$ cat src/rtl/vga_pkg.sv
// vga_pkg: default 640x480@60 timing, pixel mode enum and colour expansion helpers
package vga_pkg;
  localparam int H_ACTIVE_DEF = 640;
  localparam int H_FP_DEF     = 16;
  localparam int H_SYNC_DEF   = 96;
  localparam int H_BP_DEF     = 48;
  localparam int V_ACTIVE_DEF = 480;
  localparam int V_FP_DEF     = 10;
  localparam int V_SYNC_DEF   = 2;
  localparam int V_BP_DEF     = 33;
  typedef enum logic {PIX_GREY, PIX_RGB332} pix_mode_e;
  function automatic logic [23:0] rgb332_expand(input logic [7:0] d);
    return {d[7:5], d[7:5], d[7:6], d[4:2], d[4:2], d[4:3], {4{d[1:0]}}};
  endfunction
  function automatic logic [23:0] bar_colour(input logic [2:0] i);
    return {{8{~i[1]}}, {8{~i[2]}}, {8{~i[0]}}};
  endfunction
endpackage

$ cat src/rtl/vga_timing_core.sv
// vga_timing_core: pixel clock-enable divider, fetch counters and stage-0 timing decodes
module vga_timing_core
  import vga_pkg::*;
#(
  parameter int DIV      = 2,
  parameter int CW       = 10,
  parameter int H_ACTIVE = H_ACTIVE_DEF,
  parameter int H_FP     = H_FP_DEF,
  parameter int H_SYNC   = H_SYNC_DEF,
  parameter int H_BP     = H_BP_DEF,
  parameter int V_ACTIVE = V_ACTIVE_DEF,
  parameter int V_FP     = V_FP_DEF,
  parameter int V_SYNC   = V_SYNC_DEF,
  parameter int V_BP     = V_BP_DEF
) (
  input  logic          clk,
  input  logic          reset,
  output logic          pix_en,
  output logic [CW-1:0] hcnt,
  output logic [CW-1:0] vcnt,
  output logic          act,
  output logic          hs,
  output logic          vs
);
  localparam int H_TOTAL = H_ACTIVE + H_FP + H_SYNC + H_BP;
  localparam int V_TOTAL = V_ACTIVE + V_FP + V_SYNC + V_BP;
  localparam int DW = DIV > 1 ? $clog2(DIV) : 1;
  logic [DW-1:0] div_cnt, div_nxt;
  logic          h_wrap, v_wrap;
  // next divider count and wrap detection of the fetch counters
  always_comb begin
    div_nxt = (div_cnt == DW'(DIV - 1)) ? '0 : div_cnt + 1'b1;
    h_wrap  = hcnt == CW'(H_TOTAL - 1);
    v_wrap  = vcnt == CW'(V_TOTAL - 1);
  end
  // pix_en is registered so it is low in reset even when DIV is 1
  always_ff @(posedge clk or negedge reset) begin
    if (!reset) begin
      div_cnt <= '0;
      pix_en  <= 1'b0;
      hcnt    <= '0;
      vcnt    <= '0;
    end else begin
      div_cnt <= div_nxt;
      pix_en  <= div_nxt == DW'(DIV - 1);
      if (pix_en) begin
        hcnt <= h_wrap ? '0 : hcnt + 1'b1;
        if (h_wrap) vcnt <= v_wrap ? '0 : vcnt + 1'b1;
      end
    end
  end
  // active area and sync windows for the current fetch position
  always_comb begin
    act = (hcnt < CW'(H_ACTIVE)) && (vcnt < CW'(V_ACTIVE));
    hs  = (hcnt >= CW'(H_ACTIVE + H_FP)) && (hcnt < CW'(H_ACTIVE + H_FP + H_SYNC));
    vs  = (vcnt >= CW'(V_ACTIVE + V_FP)) && (vcnt < CW'(V_ACTIVE + V_FP + V_SYNC));
  end
endmodule

$ cat src/rtl/vga_display_engine.sv
// vga_display_engine: VGA timing, sync/blank realignment and greyscale/RGB332 expansion; VGA_TEST_PATTERN_EN adds colour bars
module vga_display_engine
  import vga_pkg::*;
#(
  parameter int DIV      = 2,
  parameter int CW       = 10,
  parameter int H_ACTIVE = H_ACTIVE_DEF,
  parameter int H_FP     = H_FP_DEF,
  parameter int H_SYNC   = H_SYNC_DEF,
  parameter int H_BP     = H_BP_DEF,
  parameter int V_ACTIVE = V_ACTIVE_DEF,
  parameter int V_FP     = V_FP_DEF,
  parameter int V_SYNC   = V_SYNC_DEF,
  parameter int V_BP     = V_BP_DEF,
  parameter int H_POL    = 0,
  parameter int V_POL    = 0,
  parameter int PIX_MODE = 0
) (
  input  logic          clk,
  input  logic          reset,
`ifdef VGA_TEST_PATTERN_EN
  input  logic          test_mode,
`endif
  input  logic [7:0]    video_data,
  output logic          pix_en,
  output logic [CW-1:0] hcnt,
  output logic [CW-1:0] vcnt,
  output logic          hsync,
  output logic          vsync,
  output logic          sync_b,
  output logic          blank_b,
  output logic [7:0]    R,
  output logic [7:0]    G,
  output logic [7:0]    B,
  output logic          frame_start
);
  logic        act, hs, vs, seen;
  logic [23:0] pix_rgb;
  vga_timing_core #(
    .DIV(DIV), .CW(CW),
    .H_ACTIVE(H_ACTIVE), .H_FP(H_FP), .H_SYNC(H_SYNC), .H_BP(H_BP),
    .V_ACTIVE(V_ACTIVE), .V_FP(V_FP), .V_SYNC(V_SYNC), .V_BP(V_BP)
  ) u_core (
    .clk(clk), .reset(reset), .pix_en(pix_en), .hcnt(hcnt), .vcnt(vcnt),
    .act(act), .hs(hs), .vs(vs)
  );
  assign sync_b = 1'b0;
`ifdef VGA_TEST_PATTERN_EN
  localparam int BAR_W = H_ACTIVE / 8 > 0 ? H_ACTIVE / 8 : 1;
  logic [2:0] bar;
  // bar index only matters inside the active area, so truncation is harmless
  always_comb begin
    bar     = 3'(hcnt / CW'(BAR_W));
    pix_rgb = test_mode ? bar_colour(bar)
            : (PIX_MODE == int'(PIX_RGB332)) ? rgb332_expand(video_data) : {3{video_data}};
  end
`else
  // colour expansion of the returned frame-buffer pixel
  always_comb pix_rgb = (PIX_MODE == int'(PIX_RGB332)) ? rgb332_expand(video_data) : {3{video_data}};
`endif
  // stage 1: align sync, blank and colour with the pixel returned one slot after its fetch
  always_ff @(posedge clk or negedge reset) begin
    if (!reset) begin
      hsync       <= ~1'(H_POL);
      vsync       <= ~1'(V_POL);
      blank_b     <= 1'b0;
      {R, G, B}   <= '0;
      frame_start <= 1'b0;
      seen        <= 1'b0;
    end else begin
      frame_start <= pix_en && seen && hcnt == '0 && vcnt == '0;
      if (pix_en) begin
        seen      <= 1'b1;
        blank_b   <= act;
        hsync     <= hs ? 1'(H_POL) : ~1'(H_POL);
        vsync     <= vs ? 1'(V_POL) : ~1'(V_POL);
        {R, G, B} <= act ? pix_rgb : '0;
      end
    end
  end
endmodule

$ cat config.mk
export PLATFORM = sky130hd
export DESIGN_NAME = vga_display_engine
export DESIGN_NICKNAME = d
export VERILOG_FILES = /design/src/rtl/vga_pkg.sv /design/src/rtl/vga_timing_core.sv /design/src/rtl/vga_display_engine.sv
export SDC_FILE = /design/constraint.sdc
export NUM_CORES = 1
export LEC_CHECK = 0
export BUFFER_PORTS_ARGS = -buffer_cell sky130_fd_sc_hd__buf_2
export CORE_AREA = 5 5 63 65
export CTS_CLUSTER_SIZE = 12
export DETAILED_ROUTE_END_ITERATION = 16
export DIE_AREA = 0 0 68 70
export GPL_TIMING_DRIVEN = 0
export PLACE_DENSITY = 0.83
export SYNTH_ARGS = -nofsm -noshare
export SYNTH_HDL_FRONTEND = slang
export SYNTH_SLANG_ARGS = --single-unit
$ cat constraint.sdc
create_clock -name clk -period 2.8 [get_ports clk]
set_input_delay 0 -clock clk [delete_from_list [all_inputs] [get_ports clk]]
set_output_delay 0 -clock clk [all_outputs]
set_load 0.01 [all_outputs]
After elaboration in Yosys (flattened, before gate mapping)
Index checks and enable logic that the tools add are counted.
- $lt $le $gt $ge: 6
- reduce and logical (&&, ||, !) cells: 9
- equality and inequality tests: 2
- multiplexer cells: 6
- add/sub/neg operators: 3
- operators by type and width (operator ; number):
    2-to-1 mux 24 bit ; 1
    adder 10 x 1 -> 10 bit, second input constant ; 2
    equality test 10 bit, second input constant ; 2
    zero test 10 bit ; 2
    less-than comparator 10 bit, second input constant ; 2
    less-than comparator 10 x 9 -> 1 bit, second input constant ; 2
    2-to-1 mux 10 bit ; 2
    greater-or-equal comparator 10 bit, second input constant ; 1
    greater-or-equal comparator 10 x 9 -> 1 bit, second input constant ; 1
    logical AND 1 bit ; 6
    2-to-1 mux 1 bit ; 3
    AND reduction 2 bit ; 1
    adder 1 bit, second input constant ; 1
- logic and storage cells: 37
- register bits after elaboration: 50
- bits of input ports: 10
- output and inout port bits: 50

Longest topological paths before layout
- depth after elaboration: 3
- depth in mapped cells: 6
- depth with buffers taken out: 6

Cells and area by module
A second synthesis with hierarchy kept.
- cells, all modules: 189
- area total of the unflattened synthesis: 1844.3 µm²
- modules (own cells, without submodules) (module ; seq. area each (µm²) ; area an instance (µm²) ; instances ; cells an instance):
    vga_timing_core ; 525.5 ; 1157.4 ; 1 ; 118
    vga_display_engine ; 327.8 ; 686.9 ; 1 ; 71

Worst setup path before layout
No wires, ideal clock.
- kind: register to register
- from: reg u_core.hcnt[1]
- to: reg u_core.vcnt[8]
- data required time: 2721 ps
- period minus slack after synthesis: 1749 ps
- cell stages (with the launch flop): 7
- arrival: 1669 ps
- setup slack: 1051 ps
- library setup time: 79 ps
- buffers on the path: 1
- cells stage by stage: dfrtp_1 > ha_1 > nand2_1 > or3_1 > buf_6 > nor4_4 > xor2_1
- longest elaborated chain between the ends: 2
- RTL lines (element ; line ; RTL):
    from (decl) ; vga_timing_core.sv:19 ; output logic [CW-1:0] hcnt,
    from (signal assigned) ; vga_timing_core.sv:47 ; hcnt <= h_wrap ? '0 : hcnt + 1'b1;
    equality test 10 bit ; vga_timing_core.sv:33 ; h_wrap = hcnt == CW'(H_TOTAL - 1);
    AND reduction 2 bit (no source line) ; n/a ;
    to (signal assigned) ; vga_timing_core.sv:48 ; if (h_wrap) vcnt <= v_wrap ? '0 : vcnt + 1'b1;
    to (decl) ; vga_timing_core.sv:20 ; output logic [CW-1:0] vcnt,
Every way passes these cells.
A chain may end at the register's enable or synchronous reset.

Worst setup path in the final report
- from: reg u_core.hcnt[7]
- to: reg u_core.vcnt[7]
The elaborated chain is that of the path after synthesis.

==> impl_metrics.ini <==
[route]
ant_nets = 0
via_per_inst = 5.13
vias = 1467
wire_per_inst_um = 14.0
route.detailed.drc = 0
drtIter0Drc = 57
drt_wl_total_um = 3990
dr.pass1.iters = 4

[die]
rows = 21
dieHeight_um = 70
core-area_um2 = 3280
start_util = 0.523
pin_count = 60
die_w_um = 68
dieArea_um2 = 4760

[grt]
grt_pass1_wl_um = 6270
first_global_vias = 1346
grt-ovfl-total = 0
grt_antenna_before_repair = 0
grt.total_usage = 0.171
grt_max_degree = 35

[place]
hpwl_um = 2740
dp_slack_ps = 969
place_area_um2 = 2070
gp_congestion = 0.857
portBuffers = 58

[timing]
slew_headroom = 0.506
final-setup-viol-count = 0
maxSlewViolCount = 0
final.setup.tns_ps = 0
tightest_slew_ps = 741
rsz0062_at_grt = no
fin_worst_skew_ps = 12.3
min_period_ps = 1870
finalHoldViolCount = 0
timing.fmax_ghz = 0.535
fin_crit_sh = 0.667
worst_slack_ps = 932

[worst_hold_path]
hp-class = input pin to async pin

[synthesis]
yosysWarningCount = 0
syn-num-nets = 179
avgSynthCellArea_um2 = 10.4
synthTopCellsByArea = dfrtp_1, buf_4, a22o_1
synth_area_um2 = 1720
synth_top_area_frac = 0.466
ys_seq_elements = 34
synth_cell_type_count = 34
synth.largest_area_cell = dfrtp_1
ys_seq_area_frac = 0.496
netlist_instances = 165

[critical_path]
start_kind = flip-flop
reg2regPathDepth = 4
cp.required_ps = 3020
r2r_end = u_core.vcnt[7]$_DFFE_PN0P_
r2r-start = u_core.hcnt[7]$_DFFE_PN0P_
arrival_ps = 2080
cp_max_fo = 8
ff2ff_setup_slack_ps = 930
endpoint_kind = flip-flop
critical_path_class = flip-flop to flip-flop

[layout]
final_common_cell = buf_2
layout.nets = 253
syn_to_final_growth_pct = 29.2
mostFrequentLayoutCells = buf_2, dfrtp_1, buf_4, nand2_1, dlygate4sd3_1
drive_gt1_frac = 0.379
antenna_cells = 0
final_area_um2 = 2220

[clocking]
post_cts_buffers = 0
postCtsHoldBufs = 9
h-tree-depth = 2
cts_tree = yes
cts_resized = 0
cts-root-buf = clkbuf_4
cts_buffers = 5
insertion_delay_ps = 330
clkTransAtPathRegs_ps = 110
cts_sinks = 34
max-clock-path-buffers = 2

[pwr]
power_mw = 0.861
ir_worst_vdd_mv = 0.248
p_leak_nw = 1.15
power.density_nw_per_um2 = 388

[flow_run]
cap_violations = 0

[status]
outcome = finished, final reports clean
==> stage by stage <==
stage                     hold slack, ps  cells   util
final                                260    286  0.676
after global routing                 298    286  0.676
after CTS                            279    286  0.676
after detailed placement             111    269  0.629
after global placement               105    269  0.629
after floorplan                     -296    165      -
==> power by group <==
part	switching, mW	total (mW)	internal (mW)	leakage [nW]
clock	0.162	0.283	0.121	0.0343
sequential	0.00589	0.503	0.497	0.425
combinational	0.0334	0.0761	0.0427	0.688
==> worst max-delay path, cell delays in order (launching register included) <==
cell and delay (ps):
dfrtp_1 470, nand4b_1 290, nor4_1 660, nand3_1 170, xnor2_1 150
==> state kept, by name, summed over array words and instances, names as in the netlist <==
name	flops
u_core.hcnt	10
u_core.vcnt	10
R	8
blank_b	1
frame_start	1
hsync	1
seen	1
u_core.pix_en	1
vsync	1
==> kinds of logic (layout without fill, tap and decap cells) <==
| kind of cell | Yosys count | count (layout) | synth area share |
|---|---|---|---|
| buffers and inverters | 29 | 104 | 0.105 |
| xor gates and xnor gates | 10 | 10 | 0.0509 |
| muxes | 3 | 3 | 0.0175 |
| AOI/OAI and AO/OA | 24 | 24 | 0.0939 |
| other | 1 | 1 | 0.00218 |
| and+or+nand+nor | 60 | 60 | 0.205 |
| adders and majority gates | 4 | 4 | 0.0291 |
| DFF | 34 | 34 | 0.496 |
==> cells in the mapped netlist (all sizes together) <==
cell	n
a21o	1
a21oi	4
a22o	8
a31oi	2
and3	5
buf	18
clkbuf	4
conb	1
dfrtp	32
dfstp	2
ha	4
inv	7
mux2i	3
nand2	15
nand3	7
nand3b	3
nand4	6
nand4b	1
nand4bb	1
nor2	6
nor2b	1
nor3	4
nor4	6
nor4b	1
o21ai	7
o311ai	1
o31ai	1
or2	1
or3	3
xnor2	4
xor2	6
==> per-layer routing <==
layer | part of all wire | wire length (um) | vias to the layer above | GRT usage
met4 | 0.018 | 72 | 0 | 0.0530
met3 | 0.10 | 406 | 9 | 0.0673
li1 | - | - | 710 | -
met5 | 0 | 0 | - | 0
met2 | 0.44 | 1760 | 70 | 0.261
met1 | 0.44 | 1750 | 678 | 0.221
==> worst max path at each step <==
stage | end | depth (start not counted) | slack (ps) | from
5_1_grt | u_core.vcnt[4]$_DFFE_PN0P_ | 5 | 760 | u_core.hcnt[1]$_DFFE_PN0P_
4_1_cts | u_core.vcnt[4]$_DFFE_PN0P_ | 5 | 940 | u_core.hcnt[1]$_DFFE_PN0P_
3_5_place_dp | u_core.vcnt[4]$_DFFE_PN0P_ | 5 | 970 | u_core.hcnt[1]$_DFFE_PN0P_
6_report | u_core.vcnt[7]$_DFFE_PN0P_ | 4 | 930 | u_core.hcnt[7]$_DFFE_PN0P_
3_3_place_gp | u_core.vcnt[7]$_DFFE_PN0P_ | 4 | 980 | u_core.hcnt[7]$_DFFE_PN0P_
2_1_floorplan | u_core.vcnt[8]$_DFFE_PN0P_ | 6 | 1050 | u_core.hcnt[1]$_DFFE_PN0P_
==> layout make-up <==
cell class	instances	area [um^2]
buffer	22	154
inverter	7	26.3
timing repair buffer	67	380
fill	255	1060
tap	46	57.6
multi-input combinational	102	686
clock buffer	6	51.3
clock inverter	2	12.5
sequential	34	853
Power figures use the tool's default switching activity.
